## src/rtl/seg7_scan_driver.sv

```systemverilog
// seg7_scan_driver: 8-digit common-anode scan driver
// Frame snapshot, lap hold, lead-zero blanking, dp.
module seg7_scan_driver #(
  parameter int unsigned SCAN_DIV   = 1000,
  parameter int unsigned DIV_WIDTH  = 10,
  parameter int unsigned BLANK_LEAD = 1
) (
  input  logic       i_clk,
  input  logic       i_rst_n,
  input  logic [3:0] i_sec_3,
  input  logic [3:0] i_sec_2,
  input  logic [3:0] i_sec_1,
  input  logic [3:0] i_sec_0,
  input  logic [3:0] i_min_1,
  input  logic [3:0] i_min_0,
  input  logic [3:0] i_hr_1,
  input  logic [3:0] i_hr_0,
  input  logic       i_lap,
  output logic [7:0] o_an,
  output logic [6:0] o_seg,
  output logic       o_dp,
  output logic       o_hold
);

  localparam logic [DIV_WIDTH-1:0] DIV_LAST =
    DIV_WIDTH'(SCAN_DIV - 1);

  logic [DIV_WIDTH-1:0] cnt;
  logic [2:0]           idx;
  logic                 hold;
  logic [7:0][3:0]      snap;
  logic [7:0][3:0]      in_bus;
  logic                 div_wrap;
  logic                 frame_cap;
  logic [3:0]           cur;
  logic [6:0]           pat;
  logic [7:0]           blank_vec;
  logic                 zrun;
  logic                 blank_cur;
  logic                 dp_pos;
  logic                 dead;

  assign in_bus = {i_hr_0, i_hr_1,
                   i_min_0, i_min_1,
                   i_sec_0, i_sec_1,
                   i_sec_2, i_sec_3};

  assign div_wrap  = (cnt == DIV_LAST);
  assign frame_cap = ~hold & div_wrap
                   & (idx == 3'd7);
  assign dead      = (cnt == '0);
  assign o_hold    = hold;

  // Prescaler and digit index advance
  always_ff @(posedge i_clk or negedge i_rst_n) begin
    if (!i_rst_n) begin
      cnt <= '0;
      idx <= 3'd0;
    end else if (div_wrap) begin
      cnt <= '0;
      idx <= idx + 3'd1;
    end else begin
      cnt <= cnt + DIV_WIDTH'(1);
    end
  end

  // Hold toggle and snapshot load (lap or frame end)
  always_ff @(posedge i_clk or negedge i_rst_n) begin
    if (!i_rst_n) begin
      hold <= 1'b0;
      snap <= '0;
    end else if (i_lap) begin
      hold <= ~hold;
      snap <= in_bus;
    end else if (frame_cap) begin
      snap <= in_bus;
    end
  end

  // Leading-zero run from the left edge
  always_comb begin
    zrun      = 1'b1;
    blank_vec = '0;
    for (int k = 7; k >= 0; k--) begin
      zrun = zrun & (snap[k] == 4'd0);
      if (k >= 3 && BLANK_LEAD != 0)
        blank_vec[k] = zrun;
    end
  end

  // BCD to segment pattern for current slot
  always_comb begin
    cur = snap[idx];
    pat = 7'h3F;
    case (cur)
      4'd0:    pat = 7'h40;
      4'd1:    pat = 7'h79;
      4'd2:    pat = 7'h24;
      4'd3:    pat = 7'h30;
      4'd4:    pat = 7'h19;
      4'd5:    pat = 7'h12;
      4'd6:    pat = 7'h02;
      4'd7:    pat = 7'h78;
      4'd8:    pat = 7'h00;
      4'd9:    pat = 7'h10;
      default: pat = 7'h3F;
    endcase
  end

  assign blank_cur = blank_vec[idx];
  assign dp_pos    = ~idx[0] & (idx != 3'd0);

  // Registered display drive with dead time
  always_ff @(posedge i_clk or negedge i_rst_n) begin
    if (!i_rst_n) begin
      o_an  <= 8'hFF;
      o_seg <= 7'h7F;
      o_dp  <= 1'b1;
    end else begin
      o_an  <= dead ? 8'hFF : ~(8'd1 << idx);
      o_seg <= blank_cur ? 7'h7F : pat;
      o_dp  <= ~(~dead & dp_pos & ~blank_cur);
    end
  end

endmodule
```

## config.mk

```make
export PLATFORM = sky130hd
export DESIGN_NAME = seg7_scan_driver
export DESIGN_NICKNAME = d
export VERILOG_FILES = /design/src/rtl/seg7_scan_driver.sv
export SDC_FILE = /design/constraint.sdc
export NUM_CORES = 1
export LEC_CHECK = 0
export ABC_AREA = 1
export BUFFER_PORTS_ARGS = -buffer_cell sky130_fd_sc_hd__buf_2
export CORE_ASPECT_RATIO = 1.5
export CORE_MARGIN = 4
export CORE_UTILIZATION = 55
export CTS_BUF_LIST = sky130_fd_sc_hd__clkbuf_8
export DETAILED_ROUTE_END_ITERATION = 8
export HOLD_SLACK_MARGIN = 0.1
export PLACE_DENSITY = 0.81
export REMOVE_ABC_BUFFERS = 1
export SLEW_MARGIN = 20
export SYNTH_ARGS = -nofsm -noshare
export SYNTH_HDL_FRONTEND = slang
export SYNTH_SLANG_ARGS = --single-unit
```

## constraint.sdc

```tcl
create_clock -name i_clk -period 2.3 [get_ports i_clk]
set_clock_uncertainty 0.2 [all_clocks]
set_input_delay 0.46 -clock i_clk [delete_from_list [all_inputs] [get_ports i_clk]]
set_output_delay 0.46 -clock i_clk [all_outputs]
set_load 0.01 [all_outputs]
```

==> flow_summary.yaml <==
floorplanning:
  rows: 34
  initial_utilization_pct: 56.1
  ios: 52
  dieArea_sq_um: 7220
  die-width_um: 70.7
  die_y_um: 102
  core-area_sq_um: 5790
synth:
  synthCells: 389
  ys_ff_latch: 62
  synth.distinct_cells: 29
  synth_top_area_share_pct: 35.4
  yosys_warnings: 0
  ys_seq_area_share_pct: 48.4
  synth_top_area_cell: "dfrtp_1"
  syn_area_per_cell_sq_um: 8.35
  synthTopCellsByArea: "dfrtp_1 35%, nand2_1 13%, dfstp_2 13%"
  netlist_area_sq_um: 3250
power:
  power_frac_comb_pct: 12.2
  leakage_nw: 1.98
  p_int_mw: 1.94
  seq_power_share_pct: 47.9
  swShare_pct: 24.1
  clkPwrFrac_pct: 39.8
  p_per_area_nw_per_um2: 671
  power_switching_mw: 0.615
  ir_drop_v: 0.000577
timing:
  relSlewSlack_pct: 59.8
  rsz0062_at_grt: "false"
  setup_viol: 0
  finalMaxSlewViolations: 0
  worstMarginPinSlew_ps: 598
  timing.final.crit_share_pct: 92.0
  tns_ps: 0
  max_freq_ghz: 0.473
  final_hold_viol_count: 0
  min_period_ps: 2120
cells_and_area:
  fillerInstances: 500
  ff_latch_area_sq_um: 1570
  area_growth_pct: 17.0
  drive_above_1_share_pct: 26.5
  fin_util_pct: 65.7
  n_antenna_cell: 0
  multi_input_area_sq_um: 1390
  postLayoutCellArea_sq_um: 3800
  nets: 496
global_route:
  grt_pass1_vias: 2657
  overflow: 0
  grt_max_degree: 63
  antenna_found_initial: 0
  grt.total_usage_pct: 19.5
  grt_pass1_wl_mm: 11.2
status:
  status: "finished clean"
clocking:
  cts_buffer_depth: 2
  postCtsSetupRepairBufs: 0
  h-tree-depth: 3
  cts_tree: "done"
  cts_buffers: 9
  cts-root-buf: "clkbuf_8"
  clk_latency_ps: 340
  cts.sinks: 62
  cts.clk_slew.worst_paths_ps: 70
route:
  via_per_inst: 5.15
  post_drt_wl_per_cell_um: 12.4
  drc: 0
  antenna_left: 0
  dr.pass1.iters: 4
  via_count: 2703
  wl_mm: 6.53
  drtIter0Drc: 130
worst_setup_path:
  startpoint_type: "flop"
  cp.arrival_ps: 2170
  criticalPathCategory: "flop to flop"
  crit_required_ps: 2350
  critPathCaptureType: "flop"
  critical_path.max_fanout: 18
hold_path:
  hold_class: "primary input to flop"
place:
  postPlaceCellArea_sq_um: 3570
  detailed_place_hpwl_mm: 4.91
  port_buffers: 51
  gp_congestion: 0.926
flow_run:
  maxCapViolations: 0
## power groups by stage
stage	combinational (mW)	sequential [mW]	clock, mW
floorplan	0.170	1.25	0
global placement	0.303	1.24	0
detailed placement	0.313	1.24	0
CTS	0.316	1.22	1.04
global route	0.355	1.23	1.09
finish	0.312	1.22	1.02
## metrics by stage
stage	std cells	setup slack, ps	power, mW	hold WS, ps
global route	525	21.2	2.67	118
global placement	508	310	1.54	287
finish	525	184	2.55	120
detailed placement	508	219	1.55	288
floorplan	376	-4.72	1.42	-35.6
CTS	525	195	2.58	105
## layout by cell type, fill, tap and decap left out, drive strengths merged
| master | count |
|---|---|
| nand2 | 119 |
| buf | 60 |
| nand3 | 52 |
| inv | 48 |
| dfrtp | 46 |
| nor2 | 30 |
| o21ai | 27 |
| dfstp | 16 |
| ha | 13 |
| clkbuf | 10 |
| a21oi | 7 |
| nor3 | 6 |
| nand4 | 5 |
| xor2 | 3 |
| or2 | 2 |
| nor4 | 2 |
| clkinv | 2 |
| bufinv | 2 |
| a31oi | 1 |
| mux2i | 1 |
| dlygate4sd3 | 1 |
## synth_stat cells
| library cell | count |
|---|---|
| nand2_2 | 2 |
| nand2_4 | 1 |
| mux2i_1 | 1 |
| nand2_1 | 116 |
| buf_4 | 4 |
| nand4_1 | 4 |
| o21ai_2 | 18 |
| ha_1 | 13 |
| nand4_4 | 1 |
| nor2_4 | 1 |
| dfstp_2 | 16 |
| inv_2 | 3 |
| a31oi_1 | 1 |
| a21oi_1 | 7 |
| nand3_1 | 51 |
| or2_2 | 2 |
| dfrtp_1 | 46 |
| buf_2 | 2 |
| buf_8 | 1 |
| inv_1 | 43 |
| buf_1 | 1 |
| nor2_1 | 29 |
| o21ai_1 | 1 |
| buf_6 | 5 |
| o21ai_0 | 8 |
| nand3_2 | 1 |
| xor2_1 | 3 |
| nor3_1 | 6 |
| nor4_1 | 2 |
## critical path, stage by stage (launching register included)
cell	delay [ps]
dfrtp_1	450
buf_6	190
o21ai_0	190
nand2_1	80
nand3_1	90
nand2_1	140
inv_1	140
ha_1	170
inv_1	40
nand3_1	100
nand2_1	80
a21oi_1	170
## flip-flops by register name, indices dropped and copies added (netlist names)
name	count
snap	32
cnt	10
o_an	8
o_seg	7
idx	3
o_dp	1
o_hold	1
## cells by family (layout without fill, tap and decap cells)
group           Yosys count  after routing  share of synthesized area (%)
mux                       1              1                          0.308
buf+inv                  59            123                           8.86
fa+ha+maj                13             13                           5.01
compound gates           35             35                           7.51
simple gates            216            216                           29.1
flops                    62             62                           48.4
xor+xnor                  3              3                          0.809
## worst paths after layout
check	depth (start not counted)	slack, ps	start	to
min	3	120	i_sec_2[3]	snap[7]$_DFFE_PN0P_
max reg2reg	11	180	idx[0]$_DFFE_PN0N_	o_seg[6]$_DFF_PN1_
max	11	180	idx[0]$_DFFE_PN0N_	o_seg[6]$_DFF_PN1_
min in group asynchronous	3	440	i_rst_n	snap[2]$_DFFE_PN0P_
min reg2reg	1	310	o_hold$_DFFE_PN0P_	o_hold$_DFFE_PN0P_
max in group asynchronous	3	1110	i_rst_n	o_an[0]$_DFF_PN1_
## cell type report
class                           instances  share of cell area [%]
Clock inverter                          6                    2.04
Inverter                               46                    4.54
Sequential cell                        62                    41.4
Clock buffer                           10                    3.62
Tap cell                               72                    2.37
Multi-Input combinational cell        268                    36.5
Timing Repair Buffer                   61                    9.52
## routing by layer
layer	share of wire [%]	global-route usage, %
met5	0	0
met3	4.9	4.23
met2	52	34.5
met4	3.0	10.9
met1	40	21.6
## what timing repair did
action / 4_1_cts / 5_1_grt
endpoints found under the setup margin: 0 / 2
hold buffers: 1 / 0
resized for setup: 0 / 2
endpoints found under the hold margin: 46 / 0
(Power assumes the default switching activity.)
